## config.mk

```make
export PLATFORM = sky130hd
export DESIGN_NAME = fft_frame_ctrl_flat
export DESIGN_NICKNAME = d
export VERILOG_FILES = /design/src/rtl/fft_frame_ctrl_if.sv /design/src/rtl/fft_frame_ctrl.sv /design/src/flat_wrapper.sv
export SDC_FILE = /design/constraint.sdc
export NUM_CORES = 1
export LEC_CHECK = 0
export BUFFER_PORTS_ARGS = -buffer_cell sky130_fd_sc_hd__buf_2
export CAP_MARGIN = 40
export CORE_MARGIN = 3
export CORE_UTILIZATION = 47
export CTS_CLUSTER_SIZE = 14
export DETAILED_ROUTE_END_ITERATION = 12
export PLACE_DENSITY_LB_ADDON = 0.1
export SYNTH_ARGS = -nofsm -noshare
export SYNTH_HDL_FRONTEND = slang
export SYNTH_SLANG_ARGS = --single-unit
```

## constraint.sdc

```tcl
create_clock -name clk -period 3.3 [get_ports clk]
set_clock_uncertainty 0.15 [all_clocks]
set_input_delay 0.165 -clock clk [delete_from_list [all_inputs] [get_ports clk]]
set_output_delay 0.165 -clock clk [all_outputs]
set_load 0.005 [all_outputs]
```

## src/rtl/fft_frame_ctrl_if.sv

```systemverilog
// ============================================================
// fft_frame_ctrl_if: sample, fft and bin-stream signals of fft_frame_ctrl.
// sample_right exists only when STEREO_SUM_EN is defined.  Rev 1.0
// ============================================================
`default_nettype none

interface fft_frame_ctrl_if #(
  parameter int WIDTH    = 16,
  parameter int N_2      = 5,
  parameter int IN_WIDTH = 24
);
  logic                  sample_valid;
  logic [IN_WIDTH-1:0]   sample_in;
`ifdef STEREO_SUM_EN
  logic [IN_WIDTH-1:0]   sample_right;
`endif
  logic                  fft_start;
  logic                  fft_load;
  logic [WIDTH-1:0]      fft_rd;
  logic                  fft_done;
  logic [2*WIDTH-1:0]    fft_wd;
  logic                  bin_valid;
  logic [N_2-1:0]        bin_idx;
  logic [2*WIDTH-1:0]    bin_data;
  logic                  frame_done;
  logic                  overrun;
  logic                  busy;

  modport slave (
    input  sample_valid, sample_in, fft_done, fft_wd,
`ifdef STEREO_SUM_EN
    input  sample_right,
`endif
    output fft_start, fft_load, fft_rd, bin_valid, bin_idx, bin_data,
           frame_done, overrun, busy
  );

  modport master (
    output sample_valid, sample_in, fft_done, fft_wd,
`ifdef STEREO_SUM_EN
    output sample_right,
`endif
    input  fft_start, fft_load, fft_rd, bin_valid, bin_idx, bin_data,
           frame_done, overrun, busy
  );
endinterface

`default_nettype wire

```

## src/rtl/fft_frame_ctrl.sv

```systemverilog
// ============================================================
// fft_frame_ctrl: ping-pong frame capture, fft start/load/drain sequencing.
// Optional STEREO_SUM_EN: capture the halved left+right sum.  Rev 1.0
// ============================================================
`default_nettype none

module fft_frame_ctrl #(
  parameter int WIDTH    = 16,
  parameter int N_2      = 5,
  parameter int IN_WIDTH = 24
) (
  input  wire logic          clk,
  input  wire logic          reset_n,
  fft_frame_ctrl_if.slave    bus
);
  localparam int             DEPTH = 1 << N_2;
  localparam logic [N_2-1:0] LAST  = N_2'(DEPTH - 1);

  typedef enum logic [2:0] {
    IDLE  = 3'd0,
    START = 3'd1,
    LOAD  = 3'd2,
    WAIT  = 3'd3,
    DRAIN = 3'd4
  } state_t;

  state_t             state;
  logic [WIDTH-1:0]   mem [0:2*DEPTH-1];
  logic [N_2-1:0]     wr_ptr;
  logic [N_2-1:0]     rd_ptr;
  logic [N_2-1:0]     count;
  logic               bank;
  logic               rd_bank;
  logic               frame_rdy;
  logic [WIDTH-1:0]   cap_data;
  logic               wrap;
  logic               enter_load;

`ifdef STEREO_SUM_EN
  logic signed [IN_WIDTH:0] sum;
  logic                     unused_lsbs;
  always_comb begin
    sum = ($signed({bus.sample_in[IN_WIDTH-1], bus.sample_in}) +
           $signed({bus.sample_right[IN_WIDTH-1], bus.sample_right})) >>> 1;
  end
  assign cap_data    = sum[IN_WIDTH -: WIDTH];
  assign unused_lsbs = ^sum[IN_WIDTH-WIDTH:0];
`else
  logic unused_lsbs;
  assign cap_data    = bus.sample_in[IN_WIDTH-1 -: WIDTH];
  assign unused_lsbs = ^bus.sample_in[IN_WIDTH-WIDTH-1:0];
`endif

  assign wrap       = bus.sample_valid && (wr_ptr == LAST);
  assign enter_load = (state == START);
  assign bus.busy   = (state != IDLE);

  always_ff @(posedge clk) begin
    if (bus.sample_valid) begin
      mem[{bank, wr_ptr}] <= cap_data;
    end
  end

  // A wrap coinciding with entry to LOAD sees the pending frame as already freed.
  always_ff @(posedge clk or negedge reset_n) begin
    if (!reset_n) begin
      wr_ptr      <= '0;
      bank        <= 1'b0;
      frame_rdy   <= 1'b0;
      bus.overrun <= 1'b0;
    end else begin
      if (enter_load) begin
        frame_rdy <= 1'b0;
      end
      if (bus.sample_valid) begin
        wr_ptr <= wr_ptr + 1'b1;
        if (wrap) begin
          if (!frame_rdy || enter_load) begin
            frame_rdy <= 1'b1;
            bank      <= ~bank;
          end else begin
            bus.overrun <= 1'b1;
          end
        end
      end
    end
  end

  always_ff @(posedge clk or negedge reset_n) begin
    if (!reset_n) begin
      state          <= IDLE;
      rd_ptr         <= '0;
      rd_bank        <= 1'b0;
      count          <= '0;
      bus.fft_start  <= 1'b0;
      bus.fft_load   <= 1'b0;
      bus.fft_rd     <= '0;
      bus.bin_valid  <= 1'b0;
      bus.bin_idx    <= '0;
      bus.bin_data   <= '0;
      bus.frame_done <= 1'b0;
    end else begin
      bus.fft_start  <= 1'b0;
      bus.frame_done <= 1'b0;
      bus.bin_valid  <= 1'b0;
      case (state)
        IDLE: begin
          if (frame_rdy) begin
            bus.fft_start <= 1'b1;
            state         <= START;
          end
        end
        START: begin
          rd_bank      <= ~bank;
          bus.fft_rd   <= mem[{~bank, N_2'(0)}];
          rd_ptr       <= N_2'(1);
          bus.fft_load <= 1'b1;
          state        <= LOAD;
        end
        // rd_ptr wraps back to 0 once the last word has been fetched.
        LOAD: begin
          if (rd_ptr == '0) begin
            bus.fft_load <= 1'b0;
            bus.fft_rd   <= '0;
            state        <= WAIT;
          end else begin
            bus.fft_rd <= mem[{rd_bank, rd_ptr}];
            rd_ptr     <= rd_ptr + 1'b1;
          end
        end
        WAIT, DRAIN: begin
          if (bus.bin_valid && (bus.bin_idx == LAST)) begin
            bus.frame_done <= 1'b1;
            count          <= '0;
            state          <= IDLE;
          end else if (bus.fft_done) begin
            bus.bin_valid <= 1'b1;
            bus.bin_data  <= bus.fft_wd;
            bus.bin_idx   <= count;
            count         <= count + 1'b1;
            state         <= DRAIN;
          end
        end
        default: state <= IDLE;
      endcase
    end
  end
endmodule

`default_nettype wire

```

## src/flat_wrapper.sv

```systemverilog
// flat-port wrapper written by rule: the top's interface ports become plain ports
module fft_frame_ctrl_flat 
#(
  parameter int WIDTH    = 16,
  parameter int N_2      = 5,
  parameter int IN_WIDTH = 24
)
  (clk, reset_n, bus_sample_valid, bus_sample_in, bus_fft_done, bus_fft_wd, bus_fft_start, bus_fft_load, bus_fft_rd, bus_bin_valid, bus_bin_idx, bus_bin_data, bus_frame_done, bus_overrun, bus_busy);
  fft_frame_ctrl_if #(.WIDTH(WIDTH), .N_2(N_2), .IN_WIDTH(IN_WIDTH)) bus_i ();
  input  wire logic clk;
  input  wire logic reset_n;
  input wire logic [$bits(bus_i.sample_valid)-1:0] bus_sample_valid;
  input wire logic [$bits(bus_i.sample_in)-1:0] bus_sample_in;
  input wire logic [$bits(bus_i.fft_done)-1:0] bus_fft_done;
  input wire logic [$bits(bus_i.fft_wd)-1:0] bus_fft_wd;
  output wire logic [$bits(bus_i.fft_start)-1:0] bus_fft_start;
  output wire logic [$bits(bus_i.fft_load)-1:0] bus_fft_load;
  output wire logic [$bits(bus_i.fft_rd)-1:0] bus_fft_rd;
  output wire logic [$bits(bus_i.bin_valid)-1:0] bus_bin_valid;
  output wire logic [$bits(bus_i.bin_idx)-1:0] bus_bin_idx;
  output wire logic [$bits(bus_i.bin_data)-1:0] bus_bin_data;
  output wire logic [$bits(bus_i.frame_done)-1:0] bus_frame_done;
  output wire logic [$bits(bus_i.overrun)-1:0] bus_overrun;
  output wire logic [$bits(bus_i.busy)-1:0] bus_busy;
  assign bus_i.sample_valid = bus_sample_valid;
  assign bus_i.sample_in = bus_sample_in;
  assign bus_i.fft_done = bus_fft_done;
  assign bus_i.fft_wd = bus_fft_wd;
  assign bus_fft_start = bus_i.fft_start;
  assign bus_fft_load = bus_i.fft_load;
  assign bus_fft_rd = bus_i.fft_rd;
  assign bus_bin_valid = bus_i.bin_valid;
  assign bus_bin_idx = bus_i.bin_idx;
  assign bus_bin_data = bus_i.bin_data;
  assign bus_frame_done = bus_i.frame_done;
  assign bus_overrun = bus_i.overrun;
  assign bus_busy = bus_i.busy;
  fft_frame_ctrl #(.WIDTH(WIDTH), .N_2(N_2), .IN_WIDTH(IN_WIDTH)) u_core (.clk(clk), .reset_n(reset_n), .bus(bus_i));
endmodule
```

==> results_dict.tcl <==
set metrics [dict create \
    status "completed" \
    synth-edff-count 1024 \
    synth_compound_area_frac 0.03337 \
    cp_max_fo 21 \
    max_freq_mhz 333.2 \
    synth_simple_gate_area_frac 0.03612 \
    synth_fa_ha_area_frac 0.001461 \
    cts_max_level 3 \
    first_pass_iters 5 \
    drcViolationCount 0 \
    synth-seq-area-share 0.7643 \
    cts_tree "done" \
    path_class "flip-flop to flip-flop" \
    drive_gt1_frac 0.2819 \
    switching_power_mw 11.76 \
    grt_use_met3 0.03005 \
    relSlewSlack 0.4240 \
    p_int_mw 28.43 \
    gr-usage-met2 0.3862 \
    setup_violations 0 \
    fin_setup_tns_ns 0 \
    synth_top_family_by_area "multiplexers" \
    clk_latency_ns 0.68 \
    async_reset_ff_frac 0.07162 \
    wl_mm 111.2 \
    cts_resized 0 \
    ios 119 \
    comb_power_share 0.263 \
    post_cts_buffers 0 \
    finalPower_mw 40.19 \
    leakagePower_nw 16.92 \
    cts_made_buffers 111 \
    die-height_um 307.8 \
    synth.area.mux_share 0.1457 \
    nNetsFinal 2534 \
    gp_congestion 0.8039 \
    drt_iter0_markers 2468 \
    required_ns 3.67 \
    ys_types 56 \
    design.die.area_mm2 0.09477 \
    grt_pass1_vias 22890 \
    fin_crit_sh 0.9095 \
    layout_common_cells "1024 x edfxtp_1, 211 x mux4_2, 153 x nand2_1, 152 x buf_4, 116 x clkbuf_16" \
    switching_share 0.2926 \
    maxSlewViolCount 0 \
    cap_violations 0 \
    grt_pass1_wl_mm 161.3 \
    fp.dieW_um 307.8 \
    cts_buffer_depth 3 \
    gr-max-usage-layer "met2" \
    period_needed_ns 3.001 \
    yosysWarnings 0 \
    p_clk_frac 0.315 \
    synth_xor_area_frac 0.002250 \
    worstMarginPinSlew_ns 0.8639 \
    synth.ff_latch_count 1103 \
    overflow 0 \
    synthCells 2146 \
    finalHoldViolCount 0 \
    clkTransAtPathRegs_ns 0.06 \
    post_drt_wl_per_cell_um 29.72 \
    final_common_cell "edfxtp_1" \
    avgSynthCellArea_um2 19.95 \
    end_kind "flip-flop" \
    core_mm2 0.09015 \
    seqPwrFrac 0.422 \
    n_fill_cell 6867 \
    p_per_area_mw_per_mm2 801.7 \
    vias 22400 \
    crit_slowest_cell "dfrtp_4" \
    arrival_ns 3.37 \
    hold_class "input pin to flip-flop" \
    cts_sinks 1103 \
    fp-row-count 110 \
    rsz0062_at_grt "no" \
    grt_max_degree 59 \
    syn_nets 2211 \
    diodes 0 \
    max_stage_delay_ns 0.62 \
    path_cells "buf_12 > mux4_2 > a22oi_1 > nand3_1 > a32oi_1 > o31ai_1" \
    ant_nets 0 \
    area_growth_pct 17.08 \
    numPortBuffers 110 \
    via_per_inst 5.987 \
    cts_root_buf "clkbuf_16" \
    ir_drop_uv 532.7 \
    grt_util_met1 0.3442 \
    synth_area_mm2 0.04282 \
    grt_usage 0.2379 \
    hpwl_mm 68.72 \
    start_util 0.4750 \
    worst_setup_path_start_kind "flip-flop" \
    antenna_found_initial 3 \
    synth_ff_type "edfxtp_1" \
]
-- metrics by stage --
stage	setup slack, ns	utilization	hold slack, ns	cell area, µm²	cells
after floorplan	0.1362	-	-0.2806	42820	2146
after global placement	0.2852	0.5066	0.2037	45670	3468
after detailed placement	0.3120	0.5090	-0.03960	45880	3478
after CTS	0.2794	0.5560	0.02378	50120	3740
after global routing	0.1978	0.5561	0.05516	50140	3741
final	0.2986	0.5561	0.06227	50140	3741
-- power by group through the flow --
| stage | sequential (mW) | combinational [mW] | clock (mW) |
|---|---|---|---|
| 3_5_place_dp | 17.2 | 10.6 | 0 |
| 2_1_floorplan | 16.8 | 6.90 | 0 |
| 5_1_grt | 17.0 | 11.3 | 13.5 |
| 3_3_place_gp | 17.2 | 10.5 | 0 |
| 6_report | 16.9 | 10.6 | 12.7 |
| 4_1_cts | 16.9 | 10.7 | 12.9 |
-- kinds of logic after synthesis --
logic type | Yosys count
flops | 1103
compound gates | 185
buf+inv | 137
fa+ha+maj | 5
simple gates | 351
mux | 354
xor+xnor | 11
-- worst max-delay path: cells and delay by family (launching register included) --
kind | cells | cell delay, ns
multiplexers | 1 | 0.54
AND/OR/NAND/NOR | 1 | 0.26
flip-flops | 1 | 0.62
buffers and inverters | 1 | 0.26
AO/OA/AOI/OAI | 3 | 0.99
-- per-layer routing --
metal | routed length, µm | vias to the layer above | part of all wire
met4 | 2811 | 2 | 0.025
met1 | 47340 | 11930 | 0.43
li1 | - | 9440 | -
met2 | 53920 | 845 | 0.48
met3 | 7091 | 177 | 0.064
met5 | 13 | - | 0.00012
-- cell usage after synthesis, types with 5 or more instances --
| cell | instances | share of area |
|---|---|---|
| edfxtp_1 | 1024 | 0.72 |
| mux4_2 | 211 | 0.11 |
| nand2_1 | 153 | 0.013 |
| mux2i_1 | 97 | 0.023 |
| nor2_1 | 91 | 0.0080 |
| dfrtp_1 | 79 | 0.046 |
| clkbuf_1 | 60 | 0.0053 |
| nand3_1 | 45 | 0.0053 |
| mux2_2 | 44 | 0.012 |
| buf_2 | 32 | 0.0037 |
| a22oi_1 | 31 | 0.0054 |
| a221oi_1 | 26 | 0.0053 |
| o221ai_1 | 19 | 0.0039 |
| buf_6 | 15 | 0.0039 |
| a21oi_1 | 14 | 0.0016 |
| buf_4 | 14 | 0.0025 |
| nor3_1 | 12 | 0.0014 |
| nor2b_1 | 11 | 0.0016 |
| o21ai_0 | 11 | 0.0013 |
| buf_1 | 10 | 0.00088 |
| a221o_1 | 9 | 0.0021 |
| o211ai_1 | 9 | 0.0016 |
| o22ai_1 | 9 | 0.0013 |
| nand4_1 | 8 | 0.0012 |
| o31ai_1 | 8 | 0.0014 |
| a32oi_1 | 7 | 0.0014 |
| o22a_1 | 7 | 0.0014 |
| xor2_1 | 7 | 0.0014 |
| a2111oi_0 | 6 | 0.0012 |
| a22o_1 | 6 | 0.0012 |
| nand3b_1 | 6 | 0.0011 |
| o21ai_1 | 6 | 0.00070 |
| a211oi_1 | 5 | 0.00088 |
| ha_1 | 5 | 0.0015 |
| inv_1 | 5 | 0.00044 |
| or3_1 | 5 | 0.00073 |
-- layout make-up --
| cell class | count | area, µm² | area share |
|---|---|---|---|
| inverter | 6 | 22.52 | 0.0004492 |
| sequential | 1103 | 32740 | 0.6530 |
| tap | 1176 | 1471 | 0.02935 |
| clock inverter | 66 | 681.9 | 0.01360 |
| clock buffer | 143 | 3024 | 0.06032 |
| multi-input combinational | 906 | 9428 | 0.1880 |
| timing repair buffer | 341 | 2770 | 0.05525 |
-- state kept, by name, indices dropped and copies added (netlist names) --
register / flops
u_core.bus.overrun: 1
u_core.bus.fft_load: 1
u_core.bus.fft_rd: 16
u_core.bus.bin_idx: 5
u_core.mem: 1024
u_core.rd_ptr: 5
u_core.bus.fft_start: 1
u_core.count: 5
u_core.state: 3
u_core.bus.frame_done: 1
u_core.rd_bank: 1
u_core.bus.bin_valid: 1
u_core.wr_ptr: 5
u_core.frame_rdy: 1
u_core.bank: 1
u_core.bus.bin_data: 32
-- worst paths after layout --
path / slack [ns] / to / start / cells past startpoint
worst max-delay path: 0.30 / u_core.bus.fft_rd[3] / u_core.rd_ptr[0] / 6
worst min-delay path: 0.06 / u_core.bus.bin_data[0] / bus_fft_wd[0] / 4
worst max register to register: 0.30 / u_core.bus.fft_rd[3] / u_core.rd_ptr[0] / 6
worst min register to register: 0.32 / u_core.bus.bin_data[4] / u_core.bus.bin_data[4] / 2
max in group asynchronous: 1.59 / u_core.bus.fft_rd[13] / reset_n / 5
min in group asynchronous: 0.50 / u_core.bus.fft_rd[0] / reset_n / 4
-- what timing repair did --
action	4_1_cts	5_1_grt
hold buffers	53	0
endpoints found under the hold margin	677	0
endpoints found under the setup margin	0	0
(Power assumes the default switching activity.)
